===== config.mk =====
export PLATFORM = sky130hd
export DESIGN_NAME = xio_input_debounce
export DESIGN_NICKNAME = d
export VERILOG_FILES = /design/src/rtl/xio_input_debounce.sv
export SDC_FILE = /design/constraint.sdc
export NUM_CORES = 1
export LEC_CHECK = 0
export CELL_PAD_IN_SITES_DETAIL_PLACEMENT = 1
export CELL_PAD_IN_SITES_GLOBAL_PLACEMENT = 1
export CORE_UTILIZATION = 35
export CTS_BUF_LIST = sky130_fd_sc_hd__clkbuf_8
export DETAILED_ROUTE_END_ITERATION = 10
export PLACE_DENSITY = 0.68
export SLEW_MARGIN = 25
export SYNTH_ARGS = -nofsm -noshare
export SYNTH_HDL_FRONTEND = slang
export SYNTH_SLANG_ARGS = --single-unit

===== constraint.sdc =====
create_clock -name CLK_50MHZ -period 3.25 [get_ports CLK_50MHZ]
set_clock_uncertainty 0.2 [all_clocks]
set_input_delay 0.8125 -clock CLK_50MHZ [delete_from_list [all_inputs] [get_ports CLK_50MHZ]]
set_output_delay 0.8125 -clock CLK_50MHZ [all_outputs]
set_load 0.02 [all_outputs]

===== src/rtl/xio_input_debounce.sv =====
// Eight-channel input conditioner: 2-flop synchronizer, tick-sampled debounce,
// rise/fall pulses, and a pending-flag scanner feeding a 4-entry event FIFO.
module xio_input_debounce #(
  parameter int TICK_DIV     = 50000,
  parameter int STABLE_COUNT = 4
) (
  input  logic       CLK_50MHZ,
  input  logic       RST,
  input  logic [7:0] XIO_IN,
  output logic [7:0] DB_OUT,
  output logic [7:0] RISE,
  output logic [7:0] FALL,
  output logic       EVT_VALID,
  output logic [3:0] EVT_DATA,
  input  logic       EVT_READY,
  output logic       EVT_OVERFLOW,
  input  logic       CLR_OVF
);

  localparam int            PW         = $clog2(TICK_DIV);
  localparam logic [PW-1:0] PRESC_LAST = PW'(TICK_DIV - 1);
  localparam logic [2:0]    CNT_LAST   = 3'(STABLE_COUNT - 1);

  typedef enum logic {SCAN_IDLE, SCAN_PUSH} scan_state_t;

  logic [7:0]      sync_a;
  logic [7:0]      sync_b;
  logic [PW-1:0]   presc;
  logic            tick;
  logic [7:0][2:0] stable_cnt;
  logic [7:0]      differ;
  logic [7:0]      accept;
  logic [7:0]      pend_rise;
  logic [7:0]      pend_fall;
  logic [7:0]      svc_rise;
  logic [7:0]      svc_fall;
  scan_state_t     state;
  scan_state_t     state_next;
  logic            push_req;
  logic            push_ok;
  logic            pop;
  logic            drop;
  logic            found;
  logic [3:0]      push_data;
  logic [3:0]      head_next;
  logic [3:0]      mem [4];
  logic [1:0]      wr_ptr;
  logic [1:0]      rd_ptr;
  logic [1:0]      rd_next;
  logic [2:0]      fcnt;
  logic [2:0]      fcnt_next;

  always_ff @(posedge CLK_50MHZ or negedge RST) begin
    if (!RST) begin
      sync_a <= '0;
      sync_b <= '0;
      presc  <= '0;
    end else begin
      sync_a <= XIO_IN;
      sync_b <= sync_a;
      presc  <= tick ? '0 : presc + 1'b1;
    end
  end

  assign tick   = (presc == PRESC_LAST);
  assign differ = sync_b ^ DB_OUT;

  // A bit is accepted on the tick that completes its run of differing samples.
  always_comb begin
    accept = '0;
    for (int i = 0; i < 8; i++)
      accept[i] = tick && differ[i] && (stable_cnt[i] == CNT_LAST);
  end

  always_ff @(posedge CLK_50MHZ or negedge RST) begin
    if (!RST) begin
      stable_cnt <= '0;
      DB_OUT     <= '0;
      RISE       <= '0;
      FALL       <= '0;
      pend_rise  <= '0;
      pend_fall  <= '0;
    end else begin
      DB_OUT    <= DB_OUT ^ accept;
      RISE      <= accept & sync_b;
      FALL      <= accept & ~sync_b;
      pend_rise <= (pend_rise & ~svc_rise) | (accept & sync_b);
      pend_fall <= (pend_fall & ~svc_fall) | (accept & ~sync_b);
      if (tick)
        for (int i = 0; i < 8; i++)
          stable_cnt[i] <= (differ[i] && !accept[i]) ? stable_cnt[i] + 3'd1 : 3'd0;
    end
  end

  always_ff @(posedge CLK_50MHZ or negedge RST) begin
    if (!RST)
      state <= SCAN_IDLE;
    else
      state <= state_next;
  end

  // Scanner: lowest pending index first, and a fall ahead of a rise on that index.
  always_comb begin
    state_next = state;
    svc_rise   = '0;
    svc_fall   = '0;
    push_req   = 1'b0;
    push_data  = 4'h0;
    found      = 1'b0;
    case (state)
      SCAN_IDLE: begin
        if (|{pend_rise, pend_fall})
          state_next = SCAN_PUSH;
      end
      SCAN_PUSH: begin
        for (int i = 0; i < 8; i++) begin
          if (!found && (pend_fall[i] || pend_rise[i])) begin
            found    = 1'b1;
            push_req = 1'b1;
            if (pend_fall[i]) begin
              svc_fall[i] = 1'b1;
              push_data   = {1'b0, 3'(i)};
            end else begin
              svc_rise[i] = 1'b1;
              push_data   = {1'b1, 3'(i)};
            end
          end
        end
        if (((pend_rise & ~svc_rise) | (pend_fall & ~svc_fall)) == 8'h00)
          state_next = SCAN_IDLE;
      end
      default: state_next = SCAN_IDLE;
    endcase
  end

  // A push into a full FIFO still fits when the head leaves in the same cycle.
  always_comb begin
    pop       = EVT_VALID && EVT_READY;
    push_ok   = push_req && ((fcnt != 3'd4) || pop);
    drop      = push_req && !push_ok;
    rd_next   = rd_ptr + {1'b0, pop};
    fcnt_next = fcnt + {2'b00, push_ok} - {2'b00, pop};
    head_next = (push_ok && (wr_ptr == rd_next)) ? push_data : mem[rd_next];
  end

  always_ff @(posedge CLK_50MHZ or negedge RST) begin
    if (!RST) begin
      for (int i = 0; i < 4; i++)
        mem[i] <= 4'h0;
      wr_ptr       <= '0;
      rd_ptr       <= '0;
      fcnt         <= '0;
      EVT_VALID    <= 1'b0;
      EVT_DATA     <= 4'h0;
      EVT_OVERFLOW <= 1'b0;
    end else begin
      if (push_ok) begin
        mem[wr_ptr] <= push_data;
        wr_ptr      <= wr_ptr + 2'd1;
      end
      rd_ptr    <= rd_next;
      fcnt      <= fcnt_next;
      EVT_VALID <= (fcnt_next != 3'd0);
      EVT_DATA  <= (fcnt_next != 3'd0) ? head_next : 4'h0;
      if (drop)
        EVT_OVERFLOW <= 1'b1;
      else if (CLR_OVF)
        EVT_OVERFLOW <= 1'b0;
    end
  end

endmodule

-- After elaboration in Yosys (flattened, before gate mapping)
Cells that the tools add are included.
- add/sub/neg operators: 13
- $lt $le $gt $ge: 3
- equality and inequality tests: 11
- multiplexer cells: 111
- bitwise operators: 19
- reductions and logical operators: 65
- operator list (operator ; number):
    $mux W4 ; 22
    $mux W1 ; 74
    $and A8 B8 Y8 ; 6
    $not A8 Y8 ; 5
    $logic_and A1 B1 Y1 ; 36
    $add A3 B1 Y3 const B ; 8
    $eq A3 B2 Y1 const B ; 8
    $mux W3 ; 8
    $or A8 B8 Y8 ; 3
    $add A16 B1 Y16 const B ; 1
    $bwmux W16 ; 1
    $eq A16 B16 Y1 const B ; 1
    $logic_not A1 Y1 ; 16
    $mux W16 ; 1
    $mux W8 ; 2
    $reduce_or A16 Y1 ; 1
    $xor A8 B8 Y8 ; 2
    $logic_or A1 B1 Y1 ; 9
    $bmux W4 S2 ; 1
    $demux W4 S2 ; 1
    $logic_not A8 Y1 ; 1
    $ge A3 B3 Y1 const B ; 2
    $not A2 Y3 ; 2
    $add A3 B1 Y3 ; 1
    10 further kinds ; 10
- register bits after elaboration: 126
- input bits: 12
- output and inout bits: 30
- logic and storage cells: 249

-- Longest topological paths before layout
Gate-level depths: netlist of run 1.
- word-level depth: 37
- mapped depth: 12
- gate-level depth less buffers: 10

-- Least setup slack after synthesis of run 1
Ideal clock, no wire load.
- path kind: in2reg
- start: input port EVT_READY
- end: register EVT_DATA[3]
- library setup time: 0.140 ns
- arrival time: 2.900 ns
- data required time: 2.910 ns
- path slack: 0.010 ns
- stages on the path: 11
- path buffers: 1
- cells stage by stage: a211oi_1 nand2_1 and3_1 buf_6 ha_1 fa_1 xnor2_1 xnor2_1 nor3_1 nor2_1 o2bb2ai_1
- elaborated cells on any way between the ends: 15
- those cells by class: add/sub: 3; eq/ne: 1; mux: 5; bitwise: 1; reduce/logical: 5
- RTL lines (what ; RTL line ; text):
    start, declared ; 15 ; input logic EVT_READY,
    $logic_and A1 B1 Y1 ; 138 ; pop = EVT_VALID && EVT_READY;
    $logic_or A1 B1 Y1 ; 139 ; push_ok = push_req && ((fcnt != 3'd4) || pop);
    $logic_and A1 B1 Y1 ; 139 ;
    named net push_ok ; 40 ; logic push_ok;
    $add A3 B1 Y3 ; 142 ; fcnt_next = fcnt + {2'b00, push_ok} - {2'b00, pop};
    $sub A3 B1 Y3 ; 142 ;
    named net fcnt_next[2] ; 51 ; logic [2:0] fcnt_next;
    $reduce_bool A3 Y1 ; 164 ; EVT_DATA <= (fcnt_next != 3'd0) ? head_next : 4'h0;
    $mux W4 ; 164 ;
    end signal, assigned ; 164 ;
    end, declared ; 14 ; output logic [3:0] EVT_DATA,
The timed path passes the listed nets, and every way through them passes these cells. The select of a mux whose other input is x is not followed.
A chain may end at the register's enable or synchronous reset.

-- Final worst setup path of run 1
- start: input port EVT_READY
- end: register EVT_DATA[3]
- elaborated cells on any way between the ends: 15
- those cells by class: add/sub: 3; eq/ne: 1; mux: 5; bitwise: 1; reduce/logical: 5
- RTL lines (what ; RTL line):
    $logic_and A1 B1 Y1 (*) ; 138
    $logic_or A1 B1 Y1 ; 139
    $logic_and A1 B1 Y1 ; 139
    $add A3 B1 Y3 ; 142
    $sub A3 B1 Y3 (*) ; 142
    named net fcnt_next[2] ; 51
    $reduce_bool A3 Y1 (*) ; 164
    $mux W4 (*) ; 164
The timed path passes the listed nets; every way through them passes the cells marked *. The select of a mux whose other input is x is not followed.

==> results.cfg, run 1 <==
[global_route]
antenna_found_initial = 0
grt_pass1_wl_mm = 21.1
grt.total_usage = 0.164
gr-total-overflow = 0
grt_pass1_vias = 4366
grt_max_degree = 48

[die]
design.core.area_um2 = 15900
die_h_um = 130
ios = 42
rows = 46
floorplan.initialDensity = 0.361
dieArea_um2 = 17000
die_w_um = 130

[route]
drt_iter0_markers = 107
via_per_inst = 4.96
drt_wl_total_mm = 12.2
avgRoutedWirePerCell_um = 15.4
ant_nets = 0
drc = 0
first_pass_iters = 4
num_vias = 3921

[worst_setup_path]
crit-reg2reg-launch = pend_rise[4]$_DFF_PN0_
critical_path_class = in -> reg
cp-endpoint = EVT_DATA[3]$_DFF_PN0_
slowest_stage = clkdlybuf4s50_1
end_kind = register
reg2reg_slack_ps = 350
timing.rr.end = EVT_DATA[3]$_DFF_PN0_
critical_path_depth = 11
cp_cell_sequence = clkdlybuf4s50_1, a211oi_1, nand2_1, and3_1, ha_1, fa_1, xnor2_1, xnor2_1, nor3_1, buf_4, o2bb2ai_1
worstPathRequired_ps = 3390
worstPathBufferInverterCount = 2
cp_top_family = adder cells
critPathArrivalTime_ps = 3250
cp_slowest_stage_delay_ps = 420
r2r_cells = 10
startpoint_type = input pin
worstSetupStartpoint = EVT_READY
worst_path_most_repeated_cell = xnor2_1
path_max_fanout = 5

[clock_network]
path_clk_slew_ps = 70
clk_latency_ps = 450
cts_max_path_buffers = 2
htreeDepth = 4
clock-sinks = 126
cts_tree = built
post_cts_resized = 0
cts_root_buf = clkbuf_8
cts_hold_buf = 0
post-cts-setup-buffer-count = 0
numCtsBuffers = 17

[power_and_ir_drop]
switchingPower_uw = 823
p_int_mw = 2.46
power_per_cell_area_nw_per_um2 = 477
cellLeakagePower_nw = 3.32
finalPower_mw = 3.28
p_sw_frac = 0.251
ir_drop_mv = 0.238
clkPwrFrac = 0.399
p_seq_frac = 0.501
p_comb_frac = 0.100

[sta]
fmax_ghz = 0.322
timing.final.ws_setup_ps = 141
tightestPinTransition_ps = 603
slew_headroom = 0.598
slew_viol_final = 0
post-route-period-util = 0.956
hold_violations = 0
setup_viol = 0
grt_setup_unrepaired = false
period_needed_ps = 3110

[yosys]
synth_warnings = 0
synth-async-reset-ratio = 1.00
synth_edf_count = 0
ys_types = 57
synth-main-ff-cell = dfrtp_1
syn_nets = 535
ys_seq_area_frac = 0.548
syn_area_um2 = 5760
synth.avg_cell_area_um2 = 11.6
synthCells = 498
ys_ff_latch = 126

[cells_and_area]
final_nets = 599
antenna_cells = 0
multi_input_area_um2 = 2420
regArea_um2 = 3150
syn2layout_area_growth_pct = 19.6
n_fill_cell = 1723
drive_above_1_share = 0.163

[status]
status = complete, no violations

[run]
cap_violations = 0

[placed_design]
port_buffers = 41
place_hpwl_mm = 8.87
gp_congestion = 0.843
dp_slack_ps = -346

[worst_hold_path]
hold_class = reg -> reg
-- registers in the layout, indices dropped and copies added, names as in the netlist --
register      cells
DB_OUT            8
EVT_DATA          4
EVT_OVERFLOW      1
EVT_VALID         1
FALL              8
RISE              8
fcnt              3
mem              16
pend_fall         8
pend_rise         8
presc            16
rd_ptr            2
stable_cnt       24
state             1
sync_a            8
sync_b            8
wr_ptr            2
-- cell usage in the layout (no fill, tap or decap), types with 3 or more instances in the layout --
cell	synthesis	final
xnor2_1	6	6
or2_2	4	4
clkdlybuf4s50_1	0	40
mux2_2	10	10
dfrtp_1	126	126
mux4_2	4	4
inv_1	30	32
xor2_1	12	12
clkinv_2	0	7
buf_4	0	18
nor2b_1	3	3
nor3_1	16	16
o31ai_1	10	10
nor4_4	3	3
clkbuf_8	0	18
ha_1	24	24
a21o_1	17	17
nand2_4	3	3
nand4_1	7	7
nand3_1	12	12
o21ai_0	37	37
nand2_1	34	34
or3_1	8	8
and2_1	3	3
a21oi_1	6	6
mux2_4	12	12
nand2b_1	17	17
o22ai_1	3	3
nor2_1	43	43
-- power by group through the flow --
stage                     logic (mW)  registers (mW)  clock network, mW
after floorplan                0.204            1.67                  0
after global placement         0.318            1.67                  0
after detailed placement       0.338            1.68                  0
after CTS                      0.338            1.65               1.37
after global routing           0.375            1.65               1.43
final                          0.329            1.65               1.31
-- routing by layer --
metal	vias up	part of all wire	global-route usage
met1	2013	0.43	0.187
met5	-	0	0
met2	43	0.53	0.286
met4	0	0.013	0.0657
met3	14	0.033	0.0504
li1	1851	-	-
-- Yosys cell counts (all sizes together), types with 2 or more instances --
master / count / share of area
nand2: 38 / 0.032
nand2b: 17 / 0.018
xor2: 12 / 0.018
ha: 24 / 0.052
nor3: 16 / 0.014
buf: 7 / 0.0083
inv: 30 / 0.020
nor2: 43 / 0.028
o22ai: 3 / 0.0033
and2: 3 / 0.0033
nand3: 12 / 0.010
a21oi: 6 / 0.0052
xnor2: 6 / 0.0091
o41ai: 2 / 0.0030
and3: 2 / 0.0022
a21o: 17 / 0.022
mux2: 24 / 0.055
mux2i: 2 / 0.0035
or3: 8 / 0.0087
nor4: 5 / 0.014
clkbuf: 7 / 0.0046
dfrtp: 126 / 0.55
nand4: 8 / 0.0098
o31ai: 10 / 0.013
mux4: 4 / 0.016
o21ai: 37 / 0.032
nor2b: 3 / 0.0033
or2: 4 / 0.0043
a31oi: 3 / 0.0043
-- stage by stage --
stage               instance area (µm²)   util  TNS (ps)  cells  hold WS, ps
floorplan                          5760      -         0    498          131
global placement                   6510  0.408      -756    759          132
detailed placement                 6510  0.408     -1620    759          136
CTS                                6880  0.432         0    791          148
global route                       6880  0.432         0    791          158
finish                             6880  0.432         0    791          151
-- worst min-delay path by stage --
stage / to / startpoint / slack, ps / cells past startpoint
after detailed placement: sync_b[2]$_DFF_PN0_ / sync_a[2]$_DFF_PN0_ / 140 / 0
after global placement: sync_b[4]$_DFF_PN0_ / sync_a[4]$_DFF_PN0_ / 130 / 0
final: sync_b[2]$_DFF_PN0_ / sync_a[2]$_DFF_PN0_ / 150 / 0
after CTS: stable_cnt[3]$_DFFE_PN0N_ / RST / 150 / 1
after floorplan: sync_b[0]$_DFF_PN0_ / sync_a[0]$_DFF_PN0_ / 130 / 0
after global routing: sync_b[2]$_DFF_PN0_ / sync_a[2]$_DFF_PN0_ / 160 / 0
-- cell families (layout without fill, tap and decap cells) --
logic type / after synthesis / count (layout) / synth area share
AND/OR/NAND/NOR: 164 / 164 / 0.157
multiplexers: 30 / 30 / 0.0739
flip-flops: 126 / 126 / 0.548
AO/OA/AOI/OAI: 89 / 89 / 0.100
buffers and inverters: 44 / 121 / 0.0324
XOR/XNOR: 19 / 19 / 0.0315
adder cells (fa/ha/maj): 26 / 26 / 0.0574
-- layout make-up --
cell class / count / share of cell area
flip-flops and latches: 126 / 0.458
multi-input cells: 328 / 0.351
repair buffers: 59 / 0.0807
well taps: 216 / 0.0393
clock buffers: 18 / 0.0360
clock inverters: 14 / 0.0185
inverters: 30 / 0.0164
Note: power is estimated with default switching activity, not from simulation.
==> run 2, diff against run 1 <==
REMOVE_ABC_BUFFERS = 1   (was unset)
==> run 2 against run 1 <==
- via count is 0.54% higher
- count of clock-buffer cells in the layout is 1 lower
- largest cell class unchanged
- total power is 1.4% higher
- routed wire length is 0.87% lower
- non-clock buffer count is 4 higher
- combinational power is 1% higher
- hold slack worse by 19 ps
- critical path depth is 1 higher
- utilization is 0.26 points higher
==> results.cfg, run 2 (synthesized netlist as in run 1, its figures left out) <==
[clock_network]
htreeDepth = 4
cts_hold_buf = 0
cts_tree = built
cts_root_buf = clkbuf_8
clock-sinks = 126
path_clk_slew_ps = 70
post_cts_resized = 0
clk_latency_ps = 440
numCtsBuffers = 17
cts_max_path_buffers = 2
post-cts-setup-buffer-count = 0

[worst_setup_path]
slowest_stage = clkdlybuf4s50_1
cp_cell_sequence = clkdlybuf4s50_1, a211oi_1, nand2_1, and3_1, ha_1, fa_1, xnor2_1, xnor2_1, nor3_1, buf_4, nor2_1, o2bb2ai_1
worst_path_most_repeated_cell = xnor2_1
worstPathRequired_ps = 3370
cp_slowest_stage_delay_ps = 410
r2r_cells = 11
critical_path_class = in -> reg
end_kind = register
critPathArrivalTime_ps = 3200
crit-reg2reg-launch = pend_rise[4]$_DFF_PN0_
reg2reg_slack_ps = 330
path_max_fanout = 6
timing.rr.end = EVT_DATA[3]$_DFF_PN0_
startpoint_type = input pin

[route]
first_pass_iters = 6
num_vias = 3942
drt_iter0_markers = 145
avgRoutedWirePerCell_um = 15.2
drt_wl_total_mm = 12.1
ant_nets = 0
drc = 0
via_per_inst = 4.96

[die]
design.core.area_um2 = 15900
dieArea_um2 = 17000
rows = 46
floorplan.initialDensity = 0.361
ios = 42
die_w_um = 130
die_h_um = 130

[cells_and_area]
layout_commonest_cell = dfrtp_1
largest_reg_flops = 24
final_cell_mix = 126 x dfrtp_1, 43 x nor2_1, 40 x clkdlybuf4s50_1, 37 x o21ai_0, 34 x nand2_1
drive_above_1_share = 0.168
antenna_cells = 0
fin_cells = 794
top_regs = stable_cnt x24, mem x16, presc x16
syn2layout_area_growth_pct = 20.3
final_area_um2 = 6930
top_register = stable_cnt
final_nets = 603

[sta]
slew_headroom = 0.637
hold_violations = 0
period_needed_ps = 3080
slew_viol_final = 0
setup_viol = 0
tightestPinTransition_ps = 544
fmax_ghz = 0.324
grt_setup_unrepaired = false
post-route-period-util = 0.948

[power_and_ir_drop]
cellLeakagePower_nw = 3.34
power_per_cell_area_nw_per_um2 = 481
ir_drop_mv = 0.237

[global_route]
grt.total_usage = 0.164
gr-total-overflow = 0
antenna_found_initial = 0
grt_pass1_wl_mm = 21.1
grt_max_degree = 55
grt_pass1_vias = 4188

[placed_design]
post-place-cells = 763
placed_area_um2 = 6540
gp_congestion = 0.812
port_buffers = 41
place_hpwl_mm = 8.73

[run]
cap_violations = 0

[worst_hold_path]
hold_class = in -> async

[status]
status = complete, no violations
[run 2: cell count changes in the layout (fill, tap and decap cells not counted), sizes merged]
cell / change
inv: +1
clkinv: -2
buf: +4
bufinv: +1
clkbuf: -1
[run 2: how the worst max path moves through the flow]
stage / startpoint / to / depth (start not counted)
detailed placement: EVT_READY / EVT_DATA[3]$_DFF_PN0_ / 12
floorplan: pend_fall[1]$_DFF_PN0_ / EVT_DATA[3]$_DFF_PN0_ / 10
finish: EVT_READY / EVT_DATA[3]$_DFF_PN0_ / 12
CTS: EVT_READY / EVT_DATA[3]$_DFF_PN0_ / 12
global route: EVT_READY / EVT_DATA[3]$_DFF_PN0_ / 12
global placement: EVT_READY / EVT_DATA[3]$_DFF_PN0_ / 12
[run 2: report_power, final]
group / total (mW) / switching, mW / internal, mW
registers: 1.65 / 0.0297 / 1.62
clock network: 1.35 / 0.608 / 0.742
logic: 0.333 / 0.170 / 0.163
total: 3.33 / 0.808 / 2.52
[run 2: worst max-delay path: cells and delay by family]
family,cells,cell delay (ps)
buf+inv,2,570
simple gates,4,520
compound gates,2,430
xor+xnor,2,280
fa+ha+maj,2,580
[run 2: cell type report]
| class | count | area (µm²) |
|---|---|---|
| flip-flops and latches | 126 | 3150 |
| clock inverters | 14 | 153 |
| repair buffers | 63 | 586 |
| clock buffers | 17 | 234 |
| multi-input cells | 328 | 2420 |
| well taps | 216 | 270 |
| inverters | 30 | 113 |
| fillers | 1756 | 9020 |
[run 2: per-layer routing]
metal | up-vias | global-route usage | share of wire
li1 | 1869 | - | -
met1 | 1994 | 0.204 | 0.45
met2 | 65 | 0.270 | 0.50
met3 | 14 | 0.0484 | 0.034
met4 | 0 | 0.0554 | 0.013
met5 | - | 0 | 0
[run 2: stage by stage]
step                      setup slack (ps)   util  setup TNS [ps]  hold WS [ps]  total power, mW
after floorplan                       -265      -            -758           131             1.87
after global placement                -195  0.410            -526           131             2.00
after detailed placement              -316  0.410           -1100           136             2.02
after CTS                              164  0.434               0           116             3.39
after global routing                  60.6  0.434               0           135             3.50
final                                  168  0.434               0           132             3.33
